### src/rtl/booth_mac_sequencer.sv
// Radix-4 Booth multiply(-accumulate) sequencer driving a shared partial-product generator.
// Optional running-sum accumulator enabled by defining BOOTH_MAC_ACCUM_EN.
module booth_mac_sequencer #(
    parameter int ACC_W = 20
) (
    input  logic             clk,
    input  logic             rst,
    input  logic             in_valid,
    output logic             in_ready,
    input  logic [7:0]       op_a,
    input  logic [7:0]       op_b,
    input  logic             acc_clr,
    output logic [2:0]       pp_action,
    output logic [7:0]       pp_multiplicand,
    input  logic [8:0]       pp_partial,
    output logic             out_valid,
    input  logic             out_ready,
    output logic [ACC_W-1:0] result
);

    localparam logic [1:0] ST_IDLE = 2'd0;
    localparam logic [1:0] ST_RUN  = 2'd1;
    localparam logic [1:0] ST_DONE = 2'd2;

    logic [1:0]       state_r;
    logic [1:0]       digit_r;
    logic [7:0]       mcand_r;
    logic [7:0]       mplier_r;
    logic [15:0]      product_r;
    logic [2:0]       action_r;
    logic             in_ready_r;
    logic             out_valid_r;
    logic [ACC_W-1:0] result_r;

    logic             accept_s;
    logic             run_last_s;
    logic [2:0]       shamt_s;
    logic [15:0]      pp_ext_s;
    logic [15:0]      neg_ext_s;
    logic [15:0]      product_next_s;
    logic [ACC_W-1:0] done_value_s;

    // Triplet {b[2i+1], b[2i], b[2i-1]} with b[-1] = 0.
    function automatic logic [2:0] booth_triplet(input logic [7:0] b, input logic [1:0] idx);
        logic [8:0] bx;
        bx = {b, 1'b0};
        return bx[{idx, 1'b0} +: 3];
    endfunction

    function automatic logic [2:0] booth_encode(input logic [2:0] trip);
        logic [2:0] act;
        case (trip)
            3'b000, 3'b111: act = 3'b000;
            3'b001, 3'b010: act = 3'b001;
            3'b011:         act = 3'b010;
            3'b100:         act = 3'b110;
            3'b101, 3'b110: act = 3'b101;
            default:        act = 3'b000;
        endcase
        return act;
    endfunction

    assign accept_s   = (state_r == ST_IDLE) && in_valid && in_ready_r;
    assign run_last_s = (state_r == ST_RUN) && (digit_r == 2'd3);
    assign shamt_s    = {digit_r, 1'b0};
    assign pp_ext_s   = {{7{pp_partial[8]}}, pp_partial};
    // The +1 completes the two's complement of a one's-complemented partial.
    assign neg_ext_s  = {15'd0, action_r[2]};
    assign product_next_s = product_r + (pp_ext_s << shamt_s) + (neg_ext_s << shamt_s);

`ifdef BOOTH_MAC_ACCUM_EN
    logic             clr_r;
    logic [ACC_W-1:0] acc_r;

    // Accumulator folds in the finished product as the sequencer enters DONE.
    always_ff @(posedge clk) begin
        if (rst) begin
            clr_r <= 1'b0;
            acc_r <= {ACC_W{1'b0}};
        end else begin
            if (accept_s) begin
                clr_r <= acc_clr;
            end
            if (run_last_s) begin
                acc_r <= (clr_r ? {ACC_W{1'b0}} : acc_r) + ACC_W'($signed(product_next_s));
            end
        end
    end

    assign done_value_s = acc_r;
`else
    logic acc_clr_unused_s;

    assign acc_clr_unused_s = acc_clr;
    assign done_value_s     = ACC_W'($signed(product_r));
`endif

    // Sequencer FSM, digit stepping, product register and registered outputs.
    always_ff @(posedge clk) begin
        if (rst) begin
            state_r     <= ST_IDLE;
            digit_r     <= 2'd0;
            mcand_r     <= 8'd0;
            mplier_r    <= 8'd0;
            product_r   <= 16'd0;
            action_r    <= 3'b000;
            in_ready_r  <= 1'b1;
            out_valid_r <= 1'b0;
            result_r    <= {ACC_W{1'b0}};
        end else begin
            case (state_r)
                ST_IDLE: begin
                    if (accept_s) begin
                        state_r    <= ST_RUN;
                        mcand_r    <= op_a;
                        mplier_r   <= op_b;
                        product_r  <= 16'd0;
                        digit_r    <= 2'd0;
                        action_r   <= booth_encode(booth_triplet(op_b, 2'd0));
                        in_ready_r <= 1'b0;
                    end
                end
                ST_RUN: begin
                    product_r <= product_next_s;
                    digit_r   <= digit_r + 2'd1;
                    if (run_last_s) begin
                        state_r  <= ST_DONE;
                        action_r <= 3'b000;
                    end else begin
                        action_r <= booth_encode(booth_triplet(mplier_r, digit_r + 2'd1));
                    end
                end
                ST_DONE: begin
                    // First DONE cycle publishes the result; later cycles wait for the consumer.
                    if (!out_valid_r) begin
                        out_valid_r <= 1'b1;
                        result_r    <= done_value_s;
                    end else if (out_ready) begin
                        out_valid_r <= 1'b0;
                        in_ready_r  <= 1'b1;
                        state_r     <= ST_IDLE;
                    end
                end
                default: begin
                    state_r     <= ST_IDLE;
                    action_r    <= 3'b000;
                    in_ready_r  <= 1'b1;
                    out_valid_r <= 1'b0;
                end
            endcase
        end
    end

    assign in_ready        = in_ready_r;
    assign out_valid       = out_valid_r;
    assign pp_action       = action_r;
    assign pp_multiplicand = mcand_r;
    assign result          = result_r;

endmodule
### config.mk
export PLATFORM = sky130hd
export DESIGN_NAME = booth_mac_sequencer
export DESIGN_NICKNAME = d
export VERILOG_FILES = /design/src/rtl/booth_mac_sequencer.sv
export SDC_FILE = /design/constraint.sdc
export NUM_CORES = 1
export LEC_CHECK = 0
export CAP_MARGIN = 20
export CORE_ASPECT_RATIO = 0.8
export CORE_MARGIN = 3
export CORE_UTILIZATION = 53
export DETAILED_ROUTE_END_ITERATION = 7
export GPL_ROUTABILITY_DRIVEN = 0
export PLACE_DENSITY = 0.86
export SETUP_SLACK_MARGIN = 0.2
export SLEW_MARGIN = 20
export SYNTH_ARGS = -nofsm -noshare
export SYNTH_HDL_FRONTEND = slang
export SYNTH_SLANG_ARGS = --single-unit
### constraint.sdc
create_clock -name clk -period 4.8 [get_ports clk]
set_input_delay 1.44 -clock clk [delete_from_list [all_inputs] [get_ports clk]]
set_output_delay 1.44 -clock clk [all_outputs]
set_load 0.02 [all_outputs]
==> qor.yml, run 1 <==
synthesis:
  ys_seq_elements: 57
  synth-edff-count: 0
  synth_area_leaders: "dfxtp_1 34%, ha_1 11%, nand2_1 9.8%, a21oi_1 8.8%, mux2i_1 3.8%"
  syn_inst: 427
  syn_nets: 491
  synth_area_leader_cell: "dfxtp_1"
  synth_cell_types: 51
  synth.avg_cell_area_um2: 7.950
  yosysSeqAreaShare: 0.3362
  netlist.area_leader.share: 0.3362
  synth_area_mm2: 0.003395
  ys.flop_type: "dfxtp_1"
  ys_warn_count: 0
  async_flop_share: 0
grt:
  grt_max_degree: 29
  grt_pass1_wl_um: 14630
  grt_pass1_vias: 3111
  track_usage: 0.2494
  antenna_found_initial: 0
  grt_overflow: 0
timing:
  fmax_mhz: 227.5
  final-hold-violation-count: 0
  fin_crit_ps: 4396
  fin_setup_tns_ps: 0
  skew_ps: 6.318
  maxSlewHeadroom: 0.3607
  rsz0062_at_grt: "false"
  post-route-period-util: 0.9158
  setup_violations: 0
  slew_violations: 0
  worst_pin_slew_ps: 956.9
clocking:
  holdBufCountCts: 0
  cts.clk_slew.worst_paths_ps: 60
  cts_tree: "built"
  cts_setup_buffers: 0
  cts_made_buffers: 9
  clock_tree.root_cell: "clkbuf_8"
  clock-sinks: 57
  cts_max_level: 3
  post_cts_resized: 0
  clk_latency_ps: 330
  max-clock-path-buffers: 2
route:
  viasPerCell: 5.684
  dr.pass1.iters: 5
  route.detailed.drc: 0
  drt.antenna.violating_nets: 0
  routed_wl_um: 8695
  wl_per_cell_um: 15.36
  dr.first_iter.drc_count: 177
  via_count: 3217
final_layout:
  layout-drive-gt1-share: 0.07423
  utilization: 0.7012
  synthToLayoutAreaGrowth_pct: 25.36
  multiInputGateArea_mm2: 0.002081
  diodes: 0
  nFillCells: 471
  nets: 545
  seq_area_mm2: 0.001141
floorplanning:
  initial_core_util: 0.5594
  chipWidth_um: 95.48
  num_rows: 25
  core_area_mm2: 0.006068
  die_y_um: 77.58
  io_pins: 63
  dieArea_mm2: 0.007407
min_path:
  hold_path.class: "reg -> reg"
power:
  vdd_ir_drop_max_mv: 0.2447
  powerDensity_mw_per_mm2: 309.5
  leakagePower_nw: 1.723
worst_setup_path:
  worstPathRequired_ps: 5020
  crit_slowest_cell: "clkdlybuf4s50_1"
  crit_path_start_kind: "input port"
  cp_cell_sequence: "clkdlybuf4s50_1, mux2i_1, or2_2, fa_1, inv_1, ha_1, a21o_1, a21oi_2, o21ai_1, nor3b_1, or4_1, a32o_1"
  arrival_ps: 4610
  path_class: "in -> reg"
  worstPathMaxFanout: 3
  cpPeakStageDelay_ps: 530
  worst_setup_path_end_kind: "flop"
outcome:
  status: "completed"
placed_design:
  place_hpwl_um: 6526
  port_buffers: 61
run:
  maxCapViolations: 0
==> final timing paths <==
check	to	from	cells past startpoint	slack [ps]
max	product_r[12]	pp_partial[0]	12	400
min	mplier_r[4]	mplier_r[4]	2	460
max reg2reg	product_r[15]	digit_r[0]	13	1200
min reg2reg	mplier_r[4]	mplier_r[4]	2	460
==> flip-flops by register name (all words and copies together), names as in the netlist, 2 cells and up <==
| name | count |
|---|---|
| digit_r | 2 |
| pp_multiplicand | 8 |
| product_r | 16 |
| pp_action | 3 |
| result | 16 |
| state_r | 2 |
| mplier_r | 8 |
==> cells by family after synthesis <==
family	share of synthesized area
compound gates	0.1913
mux	0.05824
flops	0.3362
xor+xnor	0.02322
simple gates	0.2038
buf+inv	0.05087
fa+ha+maj	0.1364
==> final cells by class <==
type	instances	share of cell area
multi-input combinational	330	0.4890
sequential	57	0.2682
timing repair buffer	69	0.1564
clock buffer	13	0.04205
tap	81	0.02382
inverter	14	0.01235
clock inverter	2	0.008233
==> power by group <==
part	internal (mW)	switching, mW
Combinational	0.141	0.182
Clock	0.293	0.178
Sequential	0.499	0.0252
Total	0.932	0.385
==> cells in the final DEF (no fill, tap or decap), types with 2 or more instances in the layout <==
| cell | Yosys | final |
|---|---|---|
| nand2_1 | 89 | 89 |
| a21oi_1 | 60 | 60 |
| clkdlybuf4s50_1 | 0 | 60 |
| dfxtp_1 | 57 | 57 |
| nor2_1 | 31 | 31 |
| ha_1 | 29 | 29 |
| inv_1 | 14 | 14 |
| mux2i_1 | 13 | 13 |
| clkbuf_8 | 0 | 13 |
| nand3_1 | 11 | 11 |
| o21ai_0 | 10 | 10 |
| xor2_1 | 8 | 8 |
| buf_4 | 4 | 8 |
| nand2b_1 | 7 | 7 |
| fa_1 | 5 | 5 |
| a31oi_1 | 4 | 4 |
| and2_1 | 4 | 4 |
| mux2_2 | 4 | 4 |
| nor2b_1 | 4 | 4 |
| nor3_1 | 4 | 4 |
| and3_1 | 4 | 4 |
| o21ai_1 | 4 | 4 |
| a21o_1 | 4 | 4 |
| a22oi_1 | 4 | 4 |
| o211ai_1 | 3 | 3 |
| a31o_2 | 2 | 2 |
| or2_2 | 2 | 2 |
| o32a_1 | 2 | 2 |
==> worst max-delay path: cells and delay by family <==
kind	cells	cell delay, ps
buf+inv	2	600
simple gates	3	950
compound gates	4	720
fa+ha+maj	2	790
mux	1	120
==> synth_stat cells, drive strengths merged, types with 3 or more instances <==
library cell,n
mux2,4
a22oi,4
a31o,3
nand3,11
nor2,31
and3,4
xor2,8
buf,7
nor3,4
a31oi,4
nand2b,7
a21o,4
o211ai,3
nor2b,4
nand2,89
mux2i,13
and2,4
o21ai,14
ha,29
a21oi,61
clkbuf,19
inv,14
dfxtp,57
fa,5
==> per-layer routing <==
layer  part of all wire  global-route usage  vias up
li1                   -                   -     1580
met1               0.45              0.3260     1511
met2               0.48              0.3997      107
met3              0.060             0.06202       19
met4              0.018             0.08665        0
met5                  0                   0        -
==> through the flow <==
step / hold WS [ps] / std cells / cell area (µm²) / total power [mW] / setup slack (ps)
3_3_place_gp: 438.8 / 551 / 4041 / 0.8344 / 119.3
4_1_cts: 457.6 / 566 / 4255 / 1.322 / 444.8
6_report: 455.4 / 566 / 4255 / 1.317 / 404.0
5_1_grt: 469.4 / 566 / 4255 / 1.386 / 279.7
3_5_place_dp: 446.6 / 551 / 4041 / 0.8496 / 94.18
2_1_floorplan: 433.1 / 427 / 3395 / 0.7503 / 719.3
Power figures use the tool's default switching activity.
==> inputs of run 2 (changes only) <==
--- a/config.mk
+++ b/config.mk
@@ -8,10 +8,11 @@
 export CAP_MARGIN = 20
 export CORE_ASPECT_RATIO = 0.8
 export CORE_MARGIN = 3
-export CORE_UTILIZATION = 53
+export CORE_UTILIZATION = 56
 export DETAILED_ROUTE_END_ITERATION = 7
+export DONT_BUFFER_PORTS = 1
 export GPL_ROUTABILITY_DRIVEN = 0
-export PLACE_DENSITY = 0.86
+export PLACE_DENSITY = 0.76
 export SETUP_SLACK_MARGIN = 0.2
 export SLEW_MARGIN = 20
 export SYNTH_ARGS = -nofsm -noshare
==> run 2 against run 1 <==
Net effect: sequential cell count unchanged; utilization fell by 5.7 points; sequential power increased by 2%; worst hold slack got worse by 3.2 ps; non-clock buffer count shrank 68; clock skew up 2.1 ps; via count is 10% lower; register-to-register slack got worse by 120 ps; fmax is 11% higher; critical path depth down 1; power up 2.7%; critical endpoint unchanged; largest cell class unchanged; largest power group is now the clock network.
==> qor.yml, run 2 (same netlist as run 1, synthesis figures left out) <==
worst_setup_path:
  crit_path_start_kind: "input port"  # unchanged
  path_class: "in -> reg"  # unchanged
  worstPathRequired_ps: 5020  # about the same
  worstPathMaxFanout: 4  # was 3
  arrival_ps: 4190  # was 4610 ps
  ff2ff_setup_slack_ps: 1080  # was 1200 ps
  worst_setup_path_end_kind: "flop"  # unchanged
final_layout:
  layout-drive-gt1-share: 0.07177  # was 0.07423
  layout_commonest_cell: "nand2_1"  # unchanged
  final_cell_mix: "89 x nand2_1, 60 x a21oi_1, 57 x dfxtp_1, 31 x nor2_1, 29 x ha_1"  # was 89 x nand2_1, 60 x a21oi_1, 60 x clkdlybuf4s50_1, 57 x dfxtp_1, 31 x nor2_1
  seq_area_mm2: 0.001141  # unchanged
  synthToLayoutAreaGrowth_pct: 7.151  # was 25.36%
  nets: 477  # was 545
  multiInputGateArea_mm2: 0.002086  # was 0.002081 mm²
  nFillCells: 505  # was 471
  diodes: 0  # unchanged
power:
  total_power_mw: 1.353  # was 1.317 mW
  vdd_ir_drop_max_mv: 0.2690  # was 0.2447 mV
  powerDensity_mw_per_mm2: 371.9  # was 309.5 mW/mm²
  leakagePower_nw: 1.479  # was 1.723 nW
outcome:
  status: "completed"  # unchanged
timing:
  skew_ps: 8.456  # was 6.318 ps
  maxSlewHeadroom: 0.3288  # was 0.3607
  fmax_mhz: 252.4  # was 227.5 MHz
  fin_crit_ps: 3961  # was 4396 ps
  final-hold-violation-count: 0  # unchanged
  layout_setup_ws_ps: 838.7  # was 404.0 ps
  setup_violations: 0  # unchanged
  worst_pin_slew_ps: 1001  # was 956.9 ps
  slew_violations: 0  # unchanged
  fin_setup_tns_ps: 0  # unchanged
  rsz0062_at_grt: "false"  # unchanged
  post-route-period-util: 0.8253  # was 0.9158
floorplanning:
  die_y_um: 75.64  # was 77.58 µm
  initial_core_util: 0.6013  # was 0.5594
  dieArea_mm2: 0.007037  # was 0.007407 mm²
  num_rows: 24  # was 25
  io_pins: 63  # unchanged
  core_area_mm2: 0.005645  # was 0.006068 mm²
  chipWidth_um: 93.05  # was 95.48 µm
placed_design:
  place_hpwl_um: 5983  # was 6526 µm
  pre_cts_slack_ps: 519.8  # was 94.18 ps
  port_buffers: 0  # was 61
clocking:
  cts_max_level: 3  # unchanged
  post_cts_resized: 0  # unchanged
  clock-sinks: 57  # unchanged
  cts_setup_buffers: 0  # unchanged
  cts.clk_slew.worst_paths_ps: 70  # was 60 ps
  clk_latency_ps: 330  # about the same
  cts_tree: "built"  # unchanged
  holdBufCountCts: 0  # unchanged
  cts_made_buffers: 9  # unchanged
  clock_tree.root_cell: "clkbuf_8"  # unchanged
  max-clock-path-buffers: 2  # unchanged
grt:
  grt_pass1_wl_um: 12880  # was 14,630 µm
  antenna_found_initial: 0  # unchanged
  grt_pass1_vias: 2628  # was 3,111
  grt_max_degree: 54  # was 29
  grt_overflow: 0  # unchanged
  track_usage: 0.2357  # was 0.2494
route:
  dr.pass1.iters: 4  # was 5
  dr.first_iter.drc_count: 204  # was 177
  drt.antenna.violating_nets: 0  # unchanged
  routed_wl_um: 8156  # was 8695 µm
  viasPerCell: 5.835  # was 5.684
  wl_per_cell_um: 16.44  # was 15.36 µm
  route.detailed.drc: 0  # unchanged
  via_count: 2894  # was 3,217
run:
  maxCapViolations: 0  # unchanged
min_path:
  hold_path.class: "reg -> reg"  # unchanged
-- run 2: layout make-up --
class                           instances  share of cell area
Multi-Input combinational cell        330              0.5734
Clock inverter                          6             0.03165
Sequential cell                        57              0.3137
Inverter                               14             0.01445
Tap cell                               78             0.02683
Clock buffer                           10             0.03784
Timing Repair Buffer                    1            0.002064
-- run 2: critical path, stage by stage --
cell	delay, ps
mux2i_1	80
or2_2	300
fa_1	520
inv_1	70
ha_1	290
a21o_1	170
a21oi_2	240
o21ai_1	160
nor3b_1	180
or4_1	470
a32o_1	250
-- run 2: metrics by stage --
| step | instances | hold WS [ps] | util | area, µm² |
|---|---|---|---|---|
| global route | 496 | 466.2 | 0.6443 | 3637 |
| detailed placement | 480 | 442.3 | 0.5995 | 3385 |
| floorplan | 427 | 433.1 | - | 3395 |
| CTS | 496 | 452.0 | 0.6443 | 3637 |
| finish | 496 | 452.2 | 0.6443 | 3637 |
| global placement | 480 | 435.2 | 0.5995 | 3385 |
-- run 2: power breakdown --
part / internal, mW / total (mW) / leakage (nW) / switching, mW
sequential: 0.498 / 0.534 / 0.464 / 0.0355
clock: 0.361 / 0.562 / 0.123 / 0.202
combinational: 0.105 / 0.257 / 0.893 / 0.152
-- run 2: worst paths after layout --
| path | start | end | cells past startpoint |
|---|---|---|---|
| max | pp_partial[0] | product_r[12] | 11 |
| min | mplier_r[2] | mplier_r[2] | 2 |
| max reg2reg | digit_r[0] | product_r[12] | 12 |
| min reg2reg | mplier_r[2] | mplier_r[2] | 2 |
-- run 2: layer usage --
| layer | share of wire | GRT usage | routed length, µm |
|---|---|---|---|
| met4 | 0.0072 | 0.06179 | 59 |
| met2 | 0.48 | 0.3767 | 3879 |
| met1 | 0.44 | 0.3196 | 3589 |
| met3 | 0.077 | 0.06515 | 627 |
| met5 | 0 | 0 | 0 |
==> inputs of run 3 (changes only) <==
--- a/config.mk
+++ b/config.mk
@@ -12,7 +12,7 @@
 export DETAILED_ROUTE_END_ITERATION = 7
 export DONT_BUFFER_PORTS = 1
 export GPL_ROUTABILITY_DRIVEN = 0
-export PLACE_DENSITY = 0.76
+export PLACE_DENSITY = 0.79
 export SETUP_SLACK_MARGIN = 0.2
 export SLEW_MARGIN = 20
 export SYNTH_ARGS = -nofsm -noshare
==> constraint.sdc (replaced) <==
create_clock -name clk -period 3.4 [get_ports clk]
set_input_delay 1.02 -clock clk [delete_from_list [all_inputs] [get_ports clk]]
set_output_delay 1.02 -clock clk [all_outputs]
set_load 0.02 [all_outputs]
==> run 3 against run 2 <==
Net effect: power is 35% higher; sequential cell count stayed put; sequential share of layout area is 1.6 points lower; worst hold slack worse by 0.91 ps; clock skew is 4.2 ps lower; clock power is 12% higher; clock-buffer cell count is 2 higher; critical path depth stayed put; critical endpoint unchanged; largest cell class unchanged.
==> qor.yml, run 3 (same netlist as run 1, synthesis figures left out) <==
grt:
  antenna_found_initial: 0  # unchanged
  track_usage: 0.2530  # was 0.2357
  grt_max_degree: 54  # unchanged
  grt_pass1_vias: 2939  # was 2,628
  grt_pass1_wl_um: 13880  # was 12,880 µm
  grt_overflow: 0  # unchanged
worst_setup_path:
  crit_path_start_kind: "input port"  # unchanged
  arrival_ps: 3430  # was 4190 ps
  worstPathRequired_ps: 3630  # was 5020 ps
  worst_setup_path_end_kind: "flop"  # unchanged
  crit_buf_inv: 1  # unchanged
  worstPathMaxFanout: 2  # was 4
  cp_top_family: "compound AO/OA/AOI/OAI gates"  # was simple AND/OR/NAND/NOR gates
  crit_slowest_cell: "fa_2"  # was fa_1
  path_common_cell: "a21o_1"
  cpPeakStageDelay_ps: 550  # was 520 ps
  path_class: "in -> reg"  # unchanged
  cp_cell_sequence: "mux2i_1, mux2_4, fa_2, inv_2, ha_4, a21o_1, a21o_1, a211oi_2, nor2_1, or4_1, a32o_1"  # was mux2i_1, or2_2, fa_1, inv_1, ha_1, a21o_1, a21oi_2, o21ai_1, nor3b_1, or4_1, a32o_1
route:
  routed_wl_um: 8858  # was 8156 µm
  dr.pass1.iters: 4  # unchanged
  viasPerCell: 5.911  # was 5.835
  dr.first_iter.drc_count: 193  # was 204
  wl_per_cell_um: 17.20  # was 16.44 µm
  via_count: 3044  # was 2,894
  route.detailed.drc: 0  # unchanged
  drt.antenna.violating_nets: 0  # unchanged
clocking:
  cts_setup_buffers: 0  # unchanged
  cts_made_buffers: 9  # unchanged
  max-clock-path-buffers: 2  # unchanged
  cts_tree: "built"  # unchanged
  post_cts_resized: 1  # was 0
  holdBufCountCts: 0  # unchanged
  cts.clk_slew.worst_paths_ps: 60  # was 70 ps
  cts_max_level: 3  # unchanged
  clock_tree.root_cell: "clkbuf_8"  # unchanged
  clk_latency_ps: 330  # about the same
  clock-sinks: 57  # unchanged
power:
  powerDensity_mw_per_mm2: 474.9  # was 371.9 mW/mm²
  seq_power_share: 0.415  # was 0.395
  p_sw_frac: 0.3037  # was 0.2876
  power.switching_uw: 553.5  # was 389.0 µW
  p_int_mw: 1.269  # was 963.7 µW
  pwr-share-comb: 0.239  # was 0.190
  vdd_ir_drop_max_mv: 0.3155  # was 0.2690 mV
  clkPwrFrac: 0.345  # was 0.416
  leakagePower_nw: 1.576  # was 1.479 nW
final_layout:
  nets: 497  # was 477
  utilization: 0.6797  # was 0.6443
  final_area_mm2: 0.003837  # was 0.003637 mm²
  layout-drive-gt1-share: 0.1510  # was 0.07177
  diodes: 0  # unchanged
  layout_commonest_cell: "nand2_1"  # unchanged
  synthToLayoutAreaGrowth_pct: 13.05  # was 7.151%
  final_cell_mix: "89 x nand2_1, 59 x a21oi_1, 55 x dfxtp_1, 31 x nor2_1, 26 x ha_1"  # was 89 x nand2_1, 60 x a21oi_1, 57 x dfxtp_1, 31 x nor2_1, 29 x ha_1
timing:
  skew_ps: 4.252  # was 8.456 ps
  worst_pin_slew_ps: 1067  # was 1001 ps
  maxSlewHeadroom: 0.2850  # was 0.3288
  post-route-period-util: 0.9433
  fmax_mhz: 311.8
  rsz0062_at_grt: "true"  # was false
  setup_violations: 0  # unchanged
  fin_crit_ps: 3207
  slew_violations: 0  # unchanged
  final-hold-violation-count: 0  # unchanged
  layout_setup_ws_ps: 192.7  # was 838.7 ps
placed_design:
  dpl_cell_area_mm2: 0.003623  # was 0.003385 mm²
  pre_cts_slack_ps: -151.6  # was 519.8 ps
  port_buffers: 0  # unchanged
  place_hpwl_um: 6424  # was 5983 µm
outcome:
  status: "completed"  # unchanged
min_path:
  hold_path.class: "reg -> reg"  # unchanged
floorplanning:
  die_y_um: 75.64  # unchanged
  initial_core_util: 0.6013  # unchanged
  core_area_mm2: 0.005645  # unchanged
  chipWidth_um: 93.05  # unchanged
  num_rows: 24  # unchanged
  dieArea_mm2: 0.007037  # unchanged
  io_pins: 63  # unchanged
run:
  maxCapViolations: 0  # unchanged
[run 3: changes by cell type in the layout (fill, tap and decap cells not counted), sizes merged]
cell,before,now
clkinvlp,1,0
bufinv,3,1
buf,1,21
clkbuf,10,12
[run 3: final timing paths]
check | startpoint | end | slack, ps | cells past startpoint
setup reg to reg | digit_r[0] | product_r[15] | 280 | 11
hold / removal | mplier_r[2] | mplier_r[2] | 450 | 2
hold reg to reg | mplier_r[2] | mplier_r[2] | 450 | 2
setup / recovery | pp_partial[4] | product_r[12] | 190 | 11
[run 3: stage by stage]
step	instances	total power [mW]	hold slack [ps]	TNS, ps
final	515	1.822	451.3	0
after global routing	515	1.905	463.0	0
after CTS	515	1.820	451.9	0
after detailed placement	500	1.194	443.0	-359.7
after global placement	500	1.174	436.0	-191.4
after floorplan	427	1.092	433.1	-79.64
[run 3: worst reg2reg max path: stages (launching register included)]
cell	delay (ps)
dfxtp_2	470
buf_4	210
a21boi_0	130
a31o_2	260
ha_1	280
ha_1	320
a21oi_1	330
o211ai_1	180
a221oi_2	290
a21oi_1	130
o32a_1	350
mux2i_1	110
[run 3: per-layer routing]
metal | global-route usage | vias to the layer above | routed length, µm
li1 | - | 1487 | -
met1 | 0.3221 | 1431 | 3910
met2 | 0.4190 | 110 | 4123
met3 | 0.09378 | 16 | 680
met4 | 0.05366 | 0 | 143
met5 | 0 | - | 0
[run 3: layout make-up]
cell class	instances	area, µm²
Clock buffer	12	155.1
Clock inverter	3	40.04
Fill cell	493	1808
Inverter	14	52.55
Multi-Input combinational cell	330	2191
Sequential cell	57	1144
Tap cell	78	97.59
Timing Repair Buffer	21	157.7
[run 3: power groups by stage]
stage | Sequential (mW) | Clock, mW | Combinational, mW
after global routing | 0.760 | 0.665 | 0.480
final | 0.757 | 0.629 | 0.436
after floorplan | 0.752 | 0 | 0.340
after CTS | 0.756 | 0.636 | 0.428
after detailed placement | 0.770 | 0 | 0.424
after global placement | 0.769 | 0 | 0.405
